--- config.mk ---
export PLATFORM = sky130hd
export DESIGN_NAME = vs_rate_limiter_flat
export DESIGN_NICKNAME = d
export VERILOG_FILES = /design/src/rtl/vs_rate_limiter_if.sv /design/src/rtl/vs_rate_limiter.sv /design/src/flat_wrapper.sv
export SDC_FILE = /design/constraint.sdc
export NUM_CORES = 1
export LEC_CHECK = 0
export BUFFER_PORTS_ARGS = -buffer_cell sky130_fd_sc_hd__buf_4
export CAP_MARGIN = 15
export CORE_AREA = 2 2 119 121
export CTS_CLUSTER_SIZE = 20
export DETAILED_ROUTE_END_ITERATION = 8
export DIE_AREA = 0 0 121 123
export HOLD_SLACK_MARGIN = 0.03
export SLEW_MARGIN = 20
export SYNTH_ARGS = -nofsm -noshare
export SYNTH_HDL_FRONTEND = slang
export SYNTH_SLANG_ARGS = --single-unit
--- constraint.sdc ---
create_clock -name post_clk -period 5.5 [get_ports post_clk]
set_input_delay 1.1 -clock post_clk [delete_from_list [all_inputs] [get_ports post_clk]]
set_output_delay 1.1 -clock post_clk [all_outputs]
set_load 0.02 [all_outputs]
--- src/rtl/vs_rate_limiter_if.sv ---
// Frame-rate limiter signal bundle: vsync in, target/bypass controls in,
// frame-enable decision and rate measurements out.
interface vs_rate_limiter_if #(
    parameter int unsigned FPS_W = 8
);
    logic             i_vs;
    logic [FPS_W-1:0] i_target_fps;
    logic             i_bypass;
    logic             o_frame_en;
    logic             o_vs_fall;
    logic             o_tick_1s;
    logic [FPS_W-1:0] o_in_fps;
    logic [FPS_W-1:0] o_out_fps;

    modport master (
        output i_vs, i_target_fps, i_bypass,
        input  o_frame_en, o_vs_fall, o_tick_1s, o_in_fps, o_out_fps
    );

    modport slave (
        input  i_vs, i_target_fps, i_bypass,
        output o_frame_en, o_vs_fall, o_tick_1s, o_in_fps, o_out_fps
    );
endinterface

--- src/rtl/vs_rate_limiter.sv ---
// Frame-rate scheduler: measures vsync rate over a CLK_FREQ-cycle window and
// decides per frame whether to forward it, spreading passed frames evenly
// with an error accumulator.
module vs_rate_limiter #(
    parameter int unsigned CLK_FREQ = 65_000_000,
    parameter int unsigned FPS_W    = 8
) (
    input logic              post_clk,
    input logic              sys_rst,
    vs_rate_limiter_if.slave bus
);
    localparam int unsigned WIN_W = (CLK_FREQ > 1) ? $clog2(CLK_FREQ) : 1;
    localparam logic [WIN_W-1:0] WIN_MAX = WIN_W'(CLK_FREQ - 1);

    typedef enum logic [1:0] {
        ST_CALIB  = 2'd0,
        ST_RUN    = 2'd1,
        ST_BYPASS = 2'd2
    } state_t;

    state_t           r_state;
    state_t           w_state_nxt;

    logic             r_vs_d;
    logic [WIN_W-1:0] r_win_cnt;
    logic [FPS_W-1:0] r_in_cnt;
    logic [FPS_W-1:0] r_out_cnt;
    logic [FPS_W:0]   r_acc;
    logic             r_frame_en;
    logic             r_vs_fall;
    logic             r_tick;
    logic [FPS_W-1:0] r_in_fps;
    logic [FPS_W-1:0] r_out_fps;

    logic             w_fall;
    logic             w_win_end;
    logic             w_pass;
    logic [FPS_W:0]   w_acc_nxt;
    logic [FPS_W:0]   w_sum;
    logic [FPS_W:0]   w_r_ext;
    logic [FPS_W-1:0] w_in_next;
    logic [FPS_W-1:0] w_out_next;

    assign w_fall    = r_vs_d & ~bus.i_vs;
    assign w_win_end = (r_win_cnt == WIN_MAX);
    assign w_r_ext   = {1'b0, r_in_fps};
    assign w_sum     = r_acc + {1'b0, bus.i_target_fps};

    // Counter values including this cycle's boundary, saturating at all-ones;
    // used both for the running count and for the window-end latch.
    assign w_in_next  = (w_fall && (r_in_cnt != '1)) ? r_in_cnt + 1'b1 : r_in_cnt;
    assign w_out_next = (w_fall && w_pass && (r_out_cnt != '1)) ? r_out_cnt + 1'b1 : r_out_cnt;

    // Per-frame pass/block decision and accumulator update
    always_comb begin
        w_pass    = 1'b1;
        w_acc_nxt = r_acc;
        if (r_state == ST_RUN) begin
            if (bus.i_target_fps >= r_in_fps) begin
                w_pass    = 1'b1;
                w_acc_nxt = '0;
            end else if (bus.i_target_fps == '0) begin
                w_pass    = 1'b0;
            end else if (w_sum >= w_r_ext) begin
                w_pass    = 1'b1;
                w_acc_nxt = w_sum - w_r_ext;
            end else begin
                w_pass    = 1'b0;
                w_acc_nxt = w_sum;
            end
        end
    end

    // Next-state logic; bypass request overrides every other transition
    always_comb begin
        w_state_nxt = r_state;
        if (bus.i_bypass) begin
            w_state_nxt = ST_BYPASS;
        end else begin
            unique case (r_state)
                ST_BYPASS: w_state_nxt = ST_CALIB;
                ST_CALIB:  if (w_win_end && (w_in_next != '0)) w_state_nxt = ST_RUN;
                ST_RUN:    if (w_win_end && (w_in_next == '0)) w_state_nxt = ST_CALIB;
                default:   w_state_nxt = ST_CALIB;
            endcase
        end
    end

    // State register
    always_ff @(posedge post_clk or posedge sys_rst) begin
        if (sys_rst) r_state <= ST_CALIB;
        else         r_state <= w_state_nxt;
    end

    // Accumulator: cleared on entry to RUN, otherwise updated at RUN boundaries
    always_ff @(posedge post_clk or posedge sys_rst) begin
        if (sys_rst) begin
            r_acc <= '0;
        end else if ((w_state_nxt == ST_RUN) && (r_state != ST_RUN)) begin
            r_acc <= '0;
        end else if (w_fall && (r_state == ST_RUN)) begin
            r_acc <= w_acc_nxt;
        end
    end

    // Edge detect, window timer, frame counters and registered outputs
    always_ff @(posedge post_clk or posedge sys_rst) begin
        if (sys_rst) begin
            r_vs_d     <= 1'b0;
            r_win_cnt  <= '0;
            r_in_cnt   <= '0;
            r_out_cnt  <= '0;
            r_frame_en <= 1'b1;
            r_vs_fall  <= 1'b0;
            r_tick     <= 1'b0;
            r_in_fps   <= '0;
            r_out_fps  <= '0;
        end else begin
            r_vs_d    <= bus.i_vs;
            r_vs_fall <= w_fall;
            r_tick    <= w_win_end;
            if (w_fall) r_frame_en <= w_pass;
            if (w_win_end) begin
                r_win_cnt <= '0;
                r_in_fps  <= w_in_next;
                r_out_fps <= w_out_next;
                r_in_cnt  <= '0;
                r_out_cnt <= '0;
            end else begin
                r_win_cnt <= r_win_cnt + 1'b1;
                r_in_cnt  <= w_in_next;
                r_out_cnt <= w_out_next;
            end
        end
    end

    assign bus.o_frame_en = r_frame_en;
    assign bus.o_vs_fall  = r_vs_fall;
    assign bus.o_tick_1s  = r_tick;
    assign bus.o_in_fps   = r_in_fps;
    assign bus.o_out_fps  = r_out_fps;
endmodule

--- src/flat_wrapper.sv ---
// flat-port wrapper written by rule: the top's interface ports become plain ports
module vs_rate_limiter_flat 
#(
    parameter int unsigned CLK_FREQ = 65_000_000,
    parameter int unsigned FPS_W    = 8
)
  (post_clk, sys_rst, bus_i_vs, bus_i_target_fps, bus_i_bypass, bus_o_frame_en, bus_o_vs_fall, bus_o_tick_1s, bus_o_in_fps, bus_o_out_fps);
  vs_rate_limiter_if #(.FPS_W(FPS_W)) bus_i ();
  input logic post_clk;
  input logic sys_rst;
  input wire logic [$bits(bus_i.i_vs)-1:0] bus_i_vs;
  input wire logic [$bits(bus_i.i_target_fps)-1:0] bus_i_target_fps;
  input wire logic [$bits(bus_i.i_bypass)-1:0] bus_i_bypass;
  output wire logic [$bits(bus_i.o_frame_en)-1:0] bus_o_frame_en;
  output wire logic [$bits(bus_i.o_vs_fall)-1:0] bus_o_vs_fall;
  output wire logic [$bits(bus_i.o_tick_1s)-1:0] bus_o_tick_1s;
  output wire logic [$bits(bus_i.o_in_fps)-1:0] bus_o_in_fps;
  output wire logic [$bits(bus_i.o_out_fps)-1:0] bus_o_out_fps;
  assign bus_i.i_vs = bus_i_vs;
  assign bus_i.i_target_fps = bus_i_target_fps;
  assign bus_i.i_bypass = bus_i_bypass;
  assign bus_o_frame_en = bus_i.o_frame_en;
  assign bus_o_vs_fall = bus_i.o_vs_fall;
  assign bus_o_tick_1s = bus_i.o_tick_1s;
  assign bus_o_in_fps = bus_i.o_in_fps;
  assign bus_o_out_fps = bus_i.o_out_fps;
  vs_rate_limiter #(.CLK_FREQ(CLK_FREQ), .FPS_W(FPS_W)) u_core (.post_clk(post_clk), .sys_rst(sys_rst), .bus(bus_i));
endmodule
==> impl.org <==
** Timing
- After layout, the worst setup slack is 0.747 ns.
- For the final database, setup skew stands at around 0.0079 ns.
- For this run, the top clock speed supported by timing is 210 MHz.
- Unrepaired setup endpoints after global routing :: false
- In the finished design, the share of the clock period the worst path needs comes to 0.864.
- The number of endpoints with negative hold slack in the final report is 0.
- Setup violations remaining at the end of the flow were counted as 0.
- Remaining max-slew budget at the tightest pin :: 0.431
- The final count of pins violating max slew was 0.
- Clock period minus final worst setup slack :: 4.75 ns
- Across all hold checks on the routed design, the worst slack comes to 0.455 ns.
- Setup total negative slack on the finished layout was measured at 0 ns.
- For the pin with the worst max-slew slack, the measured transition is 0.853 ns.

** Routing
- Dividing the detail-routed via count by the number of cells gives 5.25.
- Routed WL :: 10800 µm
- The count of nets left with antenna violations once routing finished came out at 0.
- Average wire length per cell after detail routing :: 15.4 µm
- Number of DRC markers in iteration 0 :: 177
- For this block, the via count after detailed routing is 3691.
- Number of detailed-route iterations in the first pass :: 5
- After detailed routing, the number of remaining DRC violations is 0.

** Floorplan
- The floorplan step defined a core boundary enclosing 13600 µm².
- 31 I/O pins were placed.
- Die width :: between 100 and 150 µm
- The die is between 100 and 150 µm tall.
- The initialized floorplan defines 43 standard-cell rows.
- Initial Util :: 0.332
- Die ar. :: roughly 15000 µm²

** Clock network
- The root buffer cell chosen for the clock tree is sky130_fd_sc_hd__clkbuf_16.
- Counting the buffers created by CTS gives 9.
- TritonCTS built the clock tree.
- Post-CTS timing repair inserted 0 buffers for setup.
- The clock tree synthesis step divided the H-tree into 3 levels.
- The tree built by TritonCTS fans out to 73 sinks.
- In this run, post-CTS hold repair placed 0 buffers.
- Gates resized during post-CTS repair numbered 0.
- Clock slew at the register clock pins of the worst setup and hold paths :: 0.06 ns
- Clk_lat worst skew :: about 0.34 ns
- The clock passes through at most 2 buffers.

** Power and ir drop
- Internal power comes to 0.00109 W.
- Of the total power, combinational logic draws 0.162.
- The share of total power dissipated in sequential elements is 0.424.
- Of the total power, the share spent switching nets is 0.282.
- Clock share of power :: 0.414
- For this design the static power due to leakage is between 2 and 2.5 nW.
- The analysis attributes to net switching a power of between 0.0004 and 0.0005 W.
- Pwr per Cell Area :: 290 nW/µm²
- Peak ir drop on the vdd network :: 135 µV

** Yosys
- In this run the cell area of the synthesized design comes to 4520 µm².
- The cell count after synthesis came out at 492.
- For this run, the leading register cell type out of synthesis is sky130_fd_sc_hd__dfrtp_1.
- Mapped Avg Cell Area :: 9.19 µm²
- Synthesis instantiated between 60 and 70 different standard cells from the library.
- Number of warnings issued by yosys :: 0
- Of the post-synthesis cell area, the dominant cell type holds 0.398.
- Of all flip-flops after synthesis, the portion carrying an async set or reset was 1.00.
- When the netlist entered floorplanning its net count stood at 533.
- The biggest area contributor in the post-synthesis netlist is sky130_fd_sc_hd__dfrtp_1.
- Synthesis inferred 73 register bits.
- Of the synthesized area, sequential elements account for 0.404.
- Number of enable flip-flop cells after synthesis :: 0
- Cells taking the most area after synthesis :: sky130_fd_sc_hd__dfrtp_1 40%, sky130_fd_sc_hd__ha_1 7.5%, sky130_fd_sc_hd__nor2_1 4.2%

** Critical path
- Category of the worst setup path capture point :: flip-flop
- Max Fanout on Critical Path :: 18
- Required time of the worst setup path :: 5.76 ns
- Worst setup path category :: in2reg
- The worst setup path is launched from an input port.
- For the worst setup path, the data arrival time is 5.01 ns.
- The worst register-to-register path has a setup slack of 1.24 ns.

** Job
- Reported max-cap violation count :: 0

** Layout
- Fraction of the core area covered by cells at the end of the flow :: 0.385
- Counting the fill cells in the layout gives 1373.
- # nets final :: 560
- The area growth from synthesis to layout is 15.8%.
- Of the cells placed in the final design, the portion with a size suffix greater than 1 is 0.119.
- Number of diodes added for antenna fixing :: 0
- Leaving out filler cells and counting taps, the final layout contains 703.

** Min path
- The path class of the tightest hold or removal check is reg2reg.

** Placement
- Worst Setup Slack post-DPL :: just over 0.5 ns
- In this run, placement finished with an instance count of 688.
- Number of port buffers :: 30
- Summed over all nets, the half-perimeter wirelength after detailed placement is 8060 µm.
- Routability-driven placement finished with a final weighted congestion of 0.851.

** Global routing
- The initial antenna violation count was 0.
- Entering global routing, the biggest net connects 49 pins.
- After global routing the overflow that remains totals 0.
- GR Util All Layers :: 0.159
- Number of global-route vias before repair :: approximately 3700
- Wire length of the first global-routing pass :: 18300 µm

** Run status
- The flow ran to the end, and the final reports show no timing, DRC or antenna violations.
==> power groups by stage <==
stage               registers, W  logic [W]  clock network, W
finish                  0.000644   0.000246          0.000628
global route            0.000654   0.000284          0.000671
floorplan               0.000632   0.000197                 0
CTS                     0.000643   0.000247          0.000647
global placement        0.000652   0.000238                 0
detailed placement      0.000652   0.000246                 0
==> metal layers <==
| layer | vias to the layer above | track usage | part of all wire | wire length, µm |
|---|---|---|---|---|
| li1 | 1836 | - | - | - |
| met1 | 1789 | 0.200 | 0.46 | 5010 |
| met2 | 52 | 0.262 | 0.48 | 5220 |
| met3 | 14 | 0.0318 | 0.038 | 409 |
| met4 | 0 | 0.0749 | 0.019 | 206 |
| met5 | - | 0 | 0 | 0 |
==> final cells by class <==
cell class,count,area [µm²],area share
clock inverters,5,80.1,0.0153
multi-input cells,377,2530,0.482
repair buffers,32,240,0.0459
inverters,26,98.8,0.0189
clock buffers,10,239,0.0456
well taps,180,225,0.0430
flip-flops and latches,73,1830,0.349
==> sequential cells by signal (all words and copies together), names as in the netlist, 2 cells and up <==
name	count
u_core.r_win_cnt	26
u_core.r_state	2
u_core.r_out_cnt	8
u_core.r_acc	9
u_core.bus.o_in_fps	8
u_core.bus.o_out_fps	8
u_core.r_in_cnt	8
==> critical path: stages <==
cell and delay, ns:
sky130_fd_sc_hd__buf_4 0.09, sky130_fd_sc_hd__ha_1 0.16, sky130_fd_sc_hd__inv_1 0.05, sky130_fd_sc_hd__fa_1 0.40, sky130_fd_sc_hd__nand2b_1 0.18, sky130_fd_sc_hd__a211oi_1 0.34, sky130_fd_sc_hd__nor2b_1 0.13, sky130_fd_sc_hd__xnor2_1 0.25
sky130_fd_sc_hd__ha_1 0.36, sky130_fd_sc_hd__a2111oi_0 0.48, sky130_fd_sc_hd__a21oi_1 0.17, sky130_fd_sc_hd__a211o_2 0.47, sky130_fd_sc_hd__a21oi_4 0.43, sky130_fd_sc_hd__o21ai_0 0.20, sky130_fd_sc_hd__a31oi_1 0.18
==> kinds of logic after synthesis <==
kind of cell / share of synthesized area
multiplexers: 0.0158
XOR/XNOR: 0.0659
buffers and inverters: 0.0390
flip-flops: 0.404
adder cells (fa/ha/maj): 0.0836
AO/OA/AOI/OAI: 0.168
AND/OR/NAND/NOR: 0.224
==> through the flow <==
step,total power (W),cell area [µm²]
floorplan,0.000829,4520
global placement,0.000890,4920
detailed placement,0.000898,4920
CTS,0.00154,5240
global route,0.00161,5240
finish,0.00152,5240
==> Yosys cell counts (2+ instances only) <==
cell type	count
sky130_fd_sc_hd__or3_1	3
sky130_fd_sc_hd__nor3_1	10
sky130_fd_sc_hd__o22ai_1	3
sky130_fd_sc_hd__xnor2_1	19
sky130_fd_sc_hd__dfrtp_1	72
sky130_fd_sc_hd__buf_2	5
sky130_fd_sc_hd__mux2i_1	6
sky130_fd_sc_hd__a211o_1	3
sky130_fd_sc_hd__nor2b_1	8
sky130_fd_sc_hd__nand4_1	11
sky130_fd_sc_hd__and3_1	9
sky130_fd_sc_hd__nor4b_2	2
sky130_fd_sc_hd__o211ai_1	8
sky130_fd_sc_hd__a2111oi_0	3
sky130_fd_sc_hd__a211oi_1	7
sky130_fd_sc_hd__nor2_1	50
sky130_fd_sc_hd__o21a_1	4
sky130_fd_sc_hd__o21ai_0	30
sky130_fd_sc_hd__or4_1	5
sky130_fd_sc_hd__inv_1	25
sky130_fd_sc_hd__nand2b_1	8
sky130_fd_sc_hd__ha_1	27
sky130_fd_sc_hd__and4_1	3
sky130_fd_sc_hd__nor4_1	4
sky130_fd_sc_hd__xor2_1	15
sky130_fd_sc_hd__a21oi_1	13
sky130_fd_sc_hd__a21boi_0	3
sky130_fd_sc_hd__a21o_1	7
sky130_fd_sc_hd__a31oi_1	5
sky130_fd_sc_hd__nand2_1	41
sky130_fd_sc_hd__and2_1	6
sky130_fd_sc_hd__nand3_1	27
sky130_fd_sc_hd__or2_2	3
sky130_fd_sc_hd__fa_1	2
sky130_fd_sc_hd__o2bb2ai_1	6
sky130_fd_sc_hd__clkbuf_1	8
sky130_fd_sc_hd__o21bai_1	2
==> cells in the final DEF, fill, tap and decap left out, types with 7 or more instances in the layout <==
| cell type | instances |
|---|---|
| sky130_fd_sc_hd__a211oi_1 | 7 |
| sky130_fd_sc_hd__a21o_1 | 7 |
| sky130_fd_sc_hd__a21oi_1 | 13 |
| sky130_fd_sc_hd__and3_1 | 9 |
| sky130_fd_sc_hd__buf_4 | 32 |
| sky130_fd_sc_hd__clkbuf_16 | 9 |
| sky130_fd_sc_hd__dfrtp_1 | 72 |
| sky130_fd_sc_hd__ha_1 | 27 |
| sky130_fd_sc_hd__inv_1 | 24 |
| sky130_fd_sc_hd__nand2_1 | 41 |
| sky130_fd_sc_hd__nand2b_1 | 8 |
| sky130_fd_sc_hd__nand3_1 | 27 |
| sky130_fd_sc_hd__nand4_1 | 11 |
| sky130_fd_sc_hd__nor2_1 | 50 |
| sky130_fd_sc_hd__nor2b_1 | 8 |
| sky130_fd_sc_hd__nor3_1 | 10 |
| sky130_fd_sc_hd__o211ai_1 | 8 |
| sky130_fd_sc_hd__o21ai_0 | 30 |
| sky130_fd_sc_hd__xnor2_1 | 19 |
| sky130_fd_sc_hd__xor2_1 | 15 |
==> final timing paths <==
path | start | end | cells after the start
setup / recovery | bus_i_target_fps[0] | u_core.bus.o_out_fps[5] | 15
hold / removal | u_core.r_state[1] | u_core.r_state[0] | 1
setup reg to reg | u_core.r_acc[0] | u_core.bus.o_out_fps[5] | 14
hold reg to reg | u_core.r_state[1] | u_core.r_state[0] | 1
max in group asynchronous | sys_rst | u_core.bus.o_frame_en | 3
min in group asynchronous | sys_rst | u_core.r_win_cnt[7] | 2
Note: power is estimated with default switching activity, not from simulation.
